===== config.mk =====
export PLATFORM = sky130hd
export DESIGN_NAME = cmd_reply_encoder
export DESIGN_NICKNAME = d
export VERILOG_FILES = /design/src/rtl/cmd_reply_encoder_pkg.sv /design/src/rtl/cmd_reply_encoder_slot.sv /design/src/rtl/cmd_reply_encoder.sv
export SDC_FILE = /design/constraint.sdc
export NUM_CORES = 1
export LEC_CHECK = 0
export CAP_MARGIN = 20
export CORE_MARGIN = 2
export CORE_UTILIZATION = 40
export CTS_CLUSTER_SIZE = 20
export DETAILED_ROUTE_END_ITERATION = 12
export MAX_ROUTING_LAYER = met4
export PLACE_DENSITY = 0.66
export SYNTH_ARGS = -nofsm -noshare
export SYNTH_HDL_FRONTEND = slang
export SYNTH_SLANG_ARGS = --single-unit
export TNS_END_PERCENT = 50

===== constraint.sdc =====
create_clock -name clk -period 4.12 [get_ports clk]
set_input_delay 0.824 -clock clk [delete_from_list [all_inputs] [get_ports clk]]
set_output_delay 0.824 -clock clk [all_outputs]
set_load 0.01 [all_outputs]

===== src/rtl/cmd_reply_encoder_pkg.sv =====
// Shared reply-format definitions for the port-1 command responder.
// Status word layout is also used by the port-1/2 UDP transmitters.
package cmd_reply_encoder_pkg;

   localparam int unsigned N_SRC_DEF   = 3;
   localparam int unsigned REPLY_BYTES = 9;

   localparam logic [7:0] SYNC_BYTE = 8'hA5;
   localparam logic [7:0] CODE_ACK  = 8'h06;
   localparam logic [7:0] CODE_NAK  = 8'h15;
   localparam logic [7:0] CODE_ERR  = 8'hEE;

   localparam int unsigned STAT_W       = 96;
   localparam int unsigned STAT_LEN_LSB = 0;
   localparam int unsigned STAT_IP_LSB  = 16;
   localparam int unsigned STAT_MAC_LSB = 48;

   typedef enum logic [1:0] {
      ST_IDLE,
      ST_SEND,
      ST_STATUS
   } tx_state_t;

   function automatic logic [7:0] reply_code(
      input logic ack,
      input logic nak,
      input logic err
   );
      logic [7:0] c;
      c = CODE_ACK;
      if (ack) c = CODE_ACK;
      if (nak) c = CODE_NAK;
      if (err) c = CODE_ERR;
      return c;
   endfunction

   function automatic logic [STAT_W-1:0] status_word(
      input logic [47:0] mac,
      input logic [31:0] ip,
      input logic [15:0] len
   );
      logic [STAT_W-1:0] w;
      w = '0;
      w[STAT_MAC_LSB +: 48] = mac;
      w[STAT_IP_LSB  +: 32] = ip;
      w[STAT_LEN_LSB +: 16] = len;
      return w;
   endfunction

endpackage


===== src/rtl/cmd_reply_encoder_slot.sv =====
// One response slot: captures a decoder's ack/nak/err with its command
// word and holds it until the arbiter takes it; later events overrun.
module reply_pending_slot
   import cmd_reply_encoder_pkg::*;
(
   input  logic        clk,
   input  logic        reset,
   input  logic        ack,
   input  logic        nak,
   input  logic        err,
   input  logic [31:0] data_in,
   input  logic        clear,
   output logic        pending,
   output logic [7:0]  code,
   output logic [31:0] data,
   output logic        overrun
);

   logic        pending_q, pending_d;
   logic [7:0]  code_q, code_d;
   logic [31:0] data_q, data_d;
   logic        evt;
   logic        accept;

   always_comb begin
      evt       = ack | nak | err;
      // a slot being drained this cycle is free for a new event
      accept    = evt && (!pending_q || clear);
      overrun   = evt && pending_q && !clear;
      pending_d = pending_q;
      code_d    = code_q;
      data_d    = data_q;
      if (clear) pending_d = 1'b0;
      if (accept) begin
         pending_d = 1'b1;
         code_d    = reply_code(ack, nak, err);
         data_d    = data_in;
      end
   end

   always_ff @(posedge clk) begin
      if (reset) begin
         pending_q <= 1'b0;
         code_q    <= '0;
         data_q    <= '0;
      end else begin
         pending_q <= pending_d;
         code_q    <= code_d;
         data_q    <= data_d;
      end
   end

   assign pending = pending_q;
   assign code    = code_q;
   assign data    = data_q;

endmodule


===== src/rtl/cmd_reply_encoder.sv =====
// Port-1 command responder: arbitrates pending decoder responses and
// writes fixed 9-byte UDP replies plus one status word per packet.
module cmd_reply_encoder
   import cmd_reply_encoder_pkg::*;
#(
   parameter int unsigned N_SRC = N_SRC_DEF
) (
   input  logic              clk,
   input  logic              reset,
   input  logic [47:0]       client_mac,
   input  logic [31:0]       client_ip,
   input  logic [31:0]       received_data,
   input  logic [N_SRC-1:0]  resp_ack,
   input  logic [N_SRC-1:0]  resp_nak,
   input  logic [N_SRC-1:0]  resp_err,
   output logic [7:0]        tx_fifo_data,
   output logic              tx_fifo_data_write,
   input  logic              tx_fifo_data_full,
   output logic [95:0]       tx_fifo_status,
   output logic              tx_fifo_status_write,
   input  logic              tx_fifo_status_full,
   output logic              busy,
   output logic [7:0]        dropped_count
);

   localparam int unsigned IDX_W = (N_SRC > 1) ? $clog2(N_SRC) : 1;

   logic [N_SRC-1:0] pend;
   logic [N_SRC-1:0] clr;
   logic [N_SRC-1:0] ovr;
   logic [7:0]       slot_code [N_SRC];
   logic [31:0]      slot_data [N_SRC];

   for (genvar g = 0; g < N_SRC; g++) begin : g_slot
      reply_pending_slot u_slot (
         .clk     (clk),
         .reset   (reset),
         .ack     (resp_ack[g]),
         .nak     (resp_nak[g]),
         .err     (resp_err[g]),
         .data_in (received_data),
         .clear   (clr[g]),
         .pending (pend[g]),
         .code    (slot_code[g]),
         .data    (slot_data[g]),
         .overrun (ovr[g])
      );
   end

   tx_state_t   state_q, state_d;
   logic [3:0]  byte_idx_q, byte_idx_d;
   logic [7:0]  seq_q, seq_d;
   logic [7:0]  src_q, src_d;
   logic [7:0]  code_q, code_d;
   logic [31:0] data_q, data_d;
   logic [7:0]  dropped_q, dropped_d;

   logic             sel_found;
   logic [IDX_W-1:0] sel_idx;
   logic             start;
   logic [7:0]       cur_byte;
   logic [7:0]       csum;
   logic [8:0]       drop_sum;

   // lowest pending index wins
   always_comb begin
      sel_found = 1'b0;
      sel_idx   = '0;
      for (int i = N_SRC - 1; i >= 0; i--) begin
         if (pend[i]) begin
            sel_found = 1'b1;
            sel_idx   = i[IDX_W-1:0];
         end
      end
      start = (state_q == ST_IDLE) && sel_found && !tx_fifo_status_full;
      clr   = '0;
      clr[sel_idx] = start;
   end

   always_comb begin
      csum = SYNC_BYTE ^ src_q ^ code_q ^ seq_q ^ data_q[31:24]
           ^ data_q[23:16] ^ data_q[15:8] ^ data_q[7:0];
      unique case (byte_idx_q)
         4'd0:    cur_byte = SYNC_BYTE;
         4'd1:    cur_byte = src_q;
         4'd2:    cur_byte = code_q;
         4'd3:    cur_byte = seq_q;
         4'd4:    cur_byte = data_q[31:24];
         4'd5:    cur_byte = data_q[23:16];
         4'd6:    cur_byte = data_q[15:8];
         4'd7:    cur_byte = data_q[7:0];
         4'd8:    cur_byte = csum;
         default: cur_byte = 8'h00;
      endcase
   end

   always_comb begin
      state_d              = state_q;
      byte_idx_d           = byte_idx_q;
      seq_d                = seq_q;
      src_d                = src_q;
      code_d               = code_q;
      data_d               = data_q;
      tx_fifo_data         = 8'h00;
      tx_fifo_data_write   = 1'b0;
      tx_fifo_status       = '0;
      tx_fifo_status_write = 1'b0;
      unique case (state_q)
         ST_IDLE: begin
            if (start) begin
               state_d    = ST_SEND;
               byte_idx_d = '0;
               src_d      = 8'(sel_idx);
               code_d     = slot_code[sel_idx];
               data_d     = slot_data[sel_idx];
            end
         end
         ST_SEND: begin
            tx_fifo_data       = cur_byte;
            tx_fifo_data_write = !tx_fifo_data_full;
            if (!tx_fifo_data_full) begin
               if (byte_idx_q == 4'(REPLY_BYTES - 1)) state_d = ST_STATUS;
               else byte_idx_d = byte_idx_q + 4'd1;
            end
         end
         ST_STATUS: begin
            tx_fifo_status       = status_word(client_mac, client_ip,
                                               16'(REPLY_BYTES));
            tx_fifo_status_write = 1'b1;
            seq_d                = seq_q + 8'd1;
            state_d              = ST_IDLE;
         end
         default: state_d = ST_IDLE;
      endcase
   end

   always_comb begin
      drop_sum = {1'b0, dropped_q};
      for (int i = 0; i < N_SRC; i++) drop_sum = drop_sum + 9'(ovr[i]);
      dropped_d = drop_sum[8] ? 8'hFF : drop_sum[7:0];
   end

   always_ff @(posedge clk) begin
      if (reset) begin
         state_q    <= ST_IDLE;
         byte_idx_q <= '0;
         seq_q      <= '0;
         src_q      <= '0;
         code_q     <= '0;
         data_q     <= '0;
         dropped_q  <= '0;
      end else begin
         state_q    <= state_d;
         byte_idx_q <= byte_idx_d;
         seq_q      <= seq_d;
         src_q      <= src_d;
         code_q     <= code_d;
         data_q     <= data_d;
         dropped_q  <= dropped_d;
      end
   end

   assign busy          = (state_q != ST_IDLE);
   assign dropped_count = dropped_q;

endmodule


== Yosys cells after proc, flatten, opt, wreduce, memory -nomap -nowiden ==
Index checks and enable logic that the tools add are counted.

* Word-level logic and storage cells: 126
* Flip-flop bits (word level): 187

* Eq/ne operators: 14
* Mux-type cells: 40
* Bitwise gates (word level): 15
* Add/sub/neg operators: 5
* Reductions and logical operators: 33
* Order comparisons: 3

{| class="wikitable"
|+ Operators by type and width
! cell !! number
|-
| two-way mux 96 bit || 1
|-
| one-hot mux 8 bit (9 select lines) || 1
|-
| binary-select mux 32 bit (select 2 bit) || 1
|-
| two-way mux 32 bit || 2
|-
| two-way mux 8 bit || 7
|-
| XOR 8 bit || 6
|-
| adder 9 x 1 -> 9 bit || 2
|-
| binary-select mux 8 bit (select 2 bit) || 1
|-
| equality test 4 x 3 -> 1 bit (second input constant) || 4
|-
| two-way mux 5 bit || 3
|-
| logical AND 1 bit || 12
|-
| two-way mux 1 bit || 12
|-
| two-way mux 2 bit || 6
|-
| two-way mux 4 bit || 3
|-
| nonzero test 2 bit || 5
|-
| adder 8 x 1 -> 9 bit || 1
|-
| adder 8 x 1 -> 8 bit (second input constant) || 1
|-
| equality test 4 x 2 -> 1 bit (second input constant) || 2
|-
| logical NOT 1 bit || 8
|-
| != test 2 bit (second input constant) || 4
|-
| one-hot mux 4 bit (2 select lines) || 1
|-
| OR 1 bit || 6
|-
| adder 4 x 1 -> 4 bit (second input constant) || 1
|-
| equality test 4 x 1 -> 1 bit (second input constant) || 1
|-
| 17 further kinds || 19
|}

== Depth between registers and ports, before layout ==
Gate-level depths: netlist (run 1).

* Depth in word-level cells: 14
* Gate-level depth with buffers: 12

== Cells and area by module ==
Synthesis (run 1) repeated with hierarchy kept, for this count alone.

* Cell total of the unflattened synthesis: 1036
* Area total of the unflattened synthesis: 8971.1 um^2

{| class="wikitable"
|+ Modules (own cells, without submodules)
! module !! area an instance (um^2) !! instances !! sequential area each (um^2) !! cells an instance
|-
| reply_pending_slot || 1525.2 || 3 || 740.7 || 170
|-
| cmd_reply_encoder || 4395.5 || 1 || 1281.2 || 526
|}

== Worst setup path before layout (run 1) ==
No wires, ideal clock.

* Kind: input port to flip-flop
* From: input port tx_fifo_status_full
* To: register dropped_q[4] (netlist: dropped_count[4])
* Slack: 0.736 ns
* Setup time: 0.070 ns
* Stages on the path: 11
* Arrival time: 3.314 ns
* Cells stage by stage: nor3_1 > a21boi_1 > clkbuf_1 > nand2_1 > fa_1 > inv_1 > ha_1 > fa_1 > and4_1 > or2_2 > a21oi_1

* Cells in the longest elaborated chain, start to end: 9
* Elaborated cells on any way between the ends: 13
* Classes of those cells: add/sub: 3; mux: 1; bitwise: 1; reduce/logical: 8

{| class="wikitable"
|+ Ends and longest elaborated chain
! item !! RTL line !! RTL
|-
| from (decl) || cmd_reply_encoder.sv:21 || <nowiki>input logic tx_fifo_status_full,</nowiki>
|-
| logical NOT 1 bit * || cmd_reply_encoder.sv:75 || <nowiki>start = (state_q == ST_IDLE) && sel_found && !tx_fifo_status_full;</nowiki>
|-
| logical AND 1 bit * || cmd_reply_encoder.sv:75 ||
|-
| AND 3 bit (no source line) * || - ||
|-
| logical NOT 1 bit || cmd_reply_encoder_slot.sv:29 || <nowiki>overrun = evt && pending_q && !clear;</nowiki>
|-
| logical AND 1 bit || cmd_reply_encoder_slot.sv:29 ||
|-
| adder 8 x 1 -> 9 bit || cmd_reply_encoder.sv:139 || <nowiki>for (int i = 0; i < N_SRC; i++) drop_sum = drop_sum + 9'(ovr[i]);</nowiki>
|-
| adder 9 x 1 -> 9 bit || cmd_reply_encoder.sv:139 ||
|-
| adder 9 x 1 -> 9 bit * || cmd_reply_encoder.sv:139 ||
|-
| two-way mux 8 bit * || cmd_reply_encoder.sv:140 || <nowiki>dropped_d = drop_sum[8] ? 8'hFF : drop_sum[7:0];</nowiki>
|-
| to (signal assigned) || cmd_reply_encoder.sv:159 || <nowiki>dropped_q <= dropped_d;</nowiki>
|-
| to (decl) || cmd_reply_encoder.sv:56 || <nowiki>logic [7:0] dropped_q, dropped_d;</nowiki>
|}

Every way passes the cells marked *; elsewhere a longest branch is shown, timed or not.
A chain may end at the register's enable or synchronous reset.

== Final worst setup path (run 1) ==
* From: register byte_idx_q[0]
* To: output port tx_fifo_data[0]

* Cells in the longest elaborated chain, start to end: 3
* Elaborated cells on any way between the ends: 11
* Classes of those cells: eq/ne: 8; mux: 2; reduce/logical: 1

{| class="wikitable"
|+ Ends and longest elaborated chain
! item !! RTL line !! RTL
|-
| from (decl) || cmd_reply_encoder.sv:51 || <nowiki>logic [3:0] byte_idx_q, byte_idx_d;</nowiki>
|-
| from (signal assigned) || cmd_reply_encoder.sv:154 || <nowiki>byte_idx_q <= byte_idx_d;</nowiki>
|-
| equality test 4 bit (tied with other cells) || cmd_reply_encoder.sv:83 || <nowiki>unique case (byte_idx_q)</nowiki>
|-
| one-hot mux 8 bit (9 select lines) * || cmd_reply_encoder.sv:83 ||
|-
| two-way mux 8 bit * || cmd_reply_encoder.sv:108 || <nowiki>unique case (state_q)</nowiki>
|-
| to (decl) || cmd_reply_encoder.sv:16 || <nowiki>output logic [7:0] tx_fifo_data,</nowiki>
|}

Marked as above.

==> flow_summary_export.csv, run 1 <==
group,metric,value,unit
critical_path,cp.required,3300,ps
critical_path,critPathLaunch,"byte_idx_q[0]",
drt,detail-route-antenna-nets,0,
synth,synthTopCellsByCount,"nand2_1, dfxtp_1, a21oi_1, and2_1, o21ai_0",
drt,drt-total-wl,24.7,mm
synth,syn-mean-instance-area,8.14,sq um
synth,synthMuxAreaShare,4.65,%
synth,synth_area_leaders,"dfxtp_1, nand2_1, a21oi_1",
critical_path,r2r_start,"g_slot[0].u_slot.pending",
clock_tree,clk_path_buf_depth,2,
timing,tns,0,ps
synth,synth_compound_area_share,20.4,%
synth,synth_top_family_by_area,"simple AND/OR/NAND/NOR gates",
placed_design,dp.cells,1467,
clock_tree,clock_sinks,171,
finish,n_antenna_cell,0,
drt,wire_per_inst,16.5,um
status,status,"finished clean",
finish,post-route-util,54.4,%
die,core,20800,sq um
synth,synth_top_flop_cell,"dfxtp_1",
pwr,p_sw,1.11,mW
synth,synthDistinctLibCells,61,
clock_tree,clkSlewWorstSetupHoldPaths,70,ps
clock_tree,cts_buffers,17,
synth,netlist_area,8420,sq um
drt,drt_iter0_markers,478,
clock_tree,insertion_delay,430,ps
critical_path,critPathBufInv,2,
die,ios,240,
finish,final_cell_count_no_fill,1499,
pwr,ir_drop,0.332,mV
pwr,powerDensity,355,nW/um^2
timing,skew,10.4,ps
critical_path,path_cells,"inv_1 > ha_1 > nand3b_1 > or2_2 > o2bb2ai_1 > clkdlybuf4s50_1",
clock_tree,holdBufCountCts,0,
synth,yosysTopAreaCellShare,40.6,%
critical_path,timing.rr.end,"dropped_count[4]",
critical_path,startpoint_type,"flip-flop",
finish,fillers,1978,
timing,finalHoldViolations,0,
timing,min_period,3660,ps
timing,max_slew_margin,51.7,%
critical_path,crit_path_top_delay_cell,"clkdlybuf4s50_1",
pwr,p_sw_share,27.5,%
drt,vias,7668,
drt,drt-vias-per-instance,5.12,
synth,synth_top_area_cell,"dfxtp_1",
timing,max_freq,0.273,GHz
critical_path,cp.arrival,2830,ps
synth,synth_edf_count,0,
synth,yosys_warnings,0,
die,rows,53,
synth,syn-instance-count,1034,
die,die_x,149,um
finish,synthToLayoutAreaGrowth,34.5,%
critical_path,criticalPathCategory,"flip-flop to output pin",
synth,synthSimpleGateAreaFrac,21.0,%
synth,synth_fa_ha_area_share,1.52,%
timing,period_share,88.8,%
global_routing,grt_pass1_vias,6907,
timing,final_max_slew_viol_count,0,
critical_path,slowest_delay,590,ps
clock_tree,cts_tree,"yes",
critical_path,r2r_cells,10,
critical_path,crit_path_end_kind,"output pin",
synth,yosysSeqAreaShare,40.6,%
pwr,combPwrFrac,16.0,%
pwr,seqPwrFrac,45.7,%
global_routing,grt_max_degree,73,
die,start_util,40.4,%
clock_tree,htreeDepth,4,
synth,synth_xor_area_share,5.47,%
synth,synth-seq-cells,171,
synth,async_flop_share,0,%
clock_tree,ctsResizeCount,0,
global_routing,antenna_found_initial,0,
worst_hold_path,holdPathEnd,"g_slot[0].u_slot.data[28]",
critical_path,crit_fanout,14,
pwr,pwr-share-clk,38.3,%
pwr,internal-power,2.91,mW
critical_path,crit_family,"buffers and inverters",
drt,drc,0,
timing,tightest_slew,724,ps
placed_design,portBuffers,225,
placed_design,gp_congestion,0.891,
synth,yosysMostFrequentCell,"nand2_1",
die,dieArea,22200,sq um
global_routing,grt_pass1_wl,38.5,mm
worst_hold_path,hp-start,"g_slot[0].u_slot.data[28]",
worst_hold_path,hold_class,"flip-flop to flip-flop",
finish,fin_nets,1345,
clock_tree,root_buffer,"clkbuf_16",
die,die_y,149,um
clock_tree,post_cts_buffers,0,
timing,setup_viol,0,
finish,drive_gt1_share,5.23,%
job,maxCapViolCount,0,
global_routing,overflow,0,
timing,rsz0062_at_grt,"false",
critical_path,rrSetupSlack,1210,ps
pwr,total_leakage_power,4.41,nW
drt,drtPass1Iterations,5,
worst_hold_path,min_path_cells,2,
global_routing,track_usage,22.7,%
placed_design,dp_hpwl,16.9,mm
[routing by layer]
metal	vias up	track usage [%]	part of all wire, %
li1	3869	-	-
met1	3581	30.3	47
met2	200	36.1	47
met3	18	4.13	4.9
met4	0	4.95	0.98
met5	-	-	0
[flip-flops by register name, summed over array words and instances, names as in the netlist]
register / count
byte_idx_q: 4
code_q: 4
data_q: 32
dropped_count: 8
g_slot.u_slot.code: 12
g_slot.u_slot.data: 96
g_slot.u_slot.pending: 3
seq_q: 8
src_q: 2
state_q: 2
[per-stage QoR]
stage | hold WS [ps] | instance area [sq um] | worst slack (ps) | total power, mW
final | 454 | 11300 | 461 | 4.02
after global routing | 470 | 11300 | 253 | 4.19
after CTS | 454 | 11300 | 445 | 4.04
after detailed placement | 446 | 10800 | 431 | 2.52
after global placement | 441 | 10800 | 469 | 2.51
after floorplan | 436 | 8470 | 736 | 2.25
[worst register-to-register path, delay by kind of cell, from the launching register on]
family | cells | cell delay [ps]
flops | 1 | 610
compound gates | 2 | 310
fa+ha+maj | 3 | 1140
simple gates | 4 | 750
buf+inv | 1 | 50
[power by group through the flow]
stage                     Sequential, mW  Clock (mW)  Combinational [mW]
after floorplan                     1.85           0               0.394
after global placement              1.87           0               0.636
after detailed placement            1.88           0               0.646
after CTS                           1.84        1.56               0.647
after global routing                1.85        1.63               0.712
final                               1.84        1.54               0.643
[logic make-up (layout without fill, tap and decap cells)]
| kind of cell | after synthesis | count (layout) |
|---|---|---|
| and+or+nand+nor | 372 | 372 |
| buffers and inverters | 108 | 285 |
| DFF | 171 | 171 |
| adders and majority gates | 9 | 9 |
| other | 1 | 14 |
| xor gates and xnor gates | 51 | 51 |
| AOI/OAI and AO/OA | 283 | 283 |
| muxes | 39 | 39 |
[placed cells by master (no fill, tap or decap), types with 7 or more instances in the layout]
| cell | netlist | final |
|---|---|---|
| a21oi_1 | 119 | 119 |
| a22o_1 | 39 | 39 |
| a22oi_1 | 9 | 9 |
| and2_1 | 82 | 82 |
| buf_4 | 22 | 17 |
| clkbuf_16 | 0 | 17 |
| clkdlybuf4s50_1 | 0 | 224 |
| conb_1 | 1 | 14 |
| dfxtp_1 | 171 | 171 |
| ha_1 | 7 | 7 |
| inv_1 | 11 | 11 |
| mux2i_1 | 38 | 38 |
| nand2_1 | 182 | 182 |
| nand3_1 | 38 | 38 |
| nor2_1 | 27 | 27 |
| nor3_1 | 8 | 7 |
| o21ai_0 | 82 | 82 |
| xnor2_1 | 34 | 34 |
| xor2_1 | 16 | 16 |
[how the worst max path moves through the flow]
stage,to,cells after the start
2_1_floorplan,dropped_count[4],11
3_3_place_gp,dropped_count[4],11
3_5_place_dp,dropped_count[4],11
4_1_cts,tx_fifo_data[4],6
5_1_grt,tx_fifo_data[4],6
6_report,tx_fifo_data[0],6
[area by class of cell]
cell class | instances | area (sq um) | share of cell area [%]
clock buffers | 22 | 484 | 4.28
clock inverters | 10 | 83.8 | 0.740
inverters | 11 | 41.3 | 0.365
multi-input cells | 768 | 4560 | 40.2
flip-flops and latches | 171 | 3420 | 30.2
well taps | 275 | 344 | 3.04
repair buffers | 242 | 2390 | 21.1
No activity file was read; power rests on OpenSTA's default activity.
==> inputs of run 2 (changes only) <==
- SETUP_SLACK_MARGIN: unset -> 0.15
==> results of run 2 <==
Final layout, timing and power as in run 1 (identical DEF).
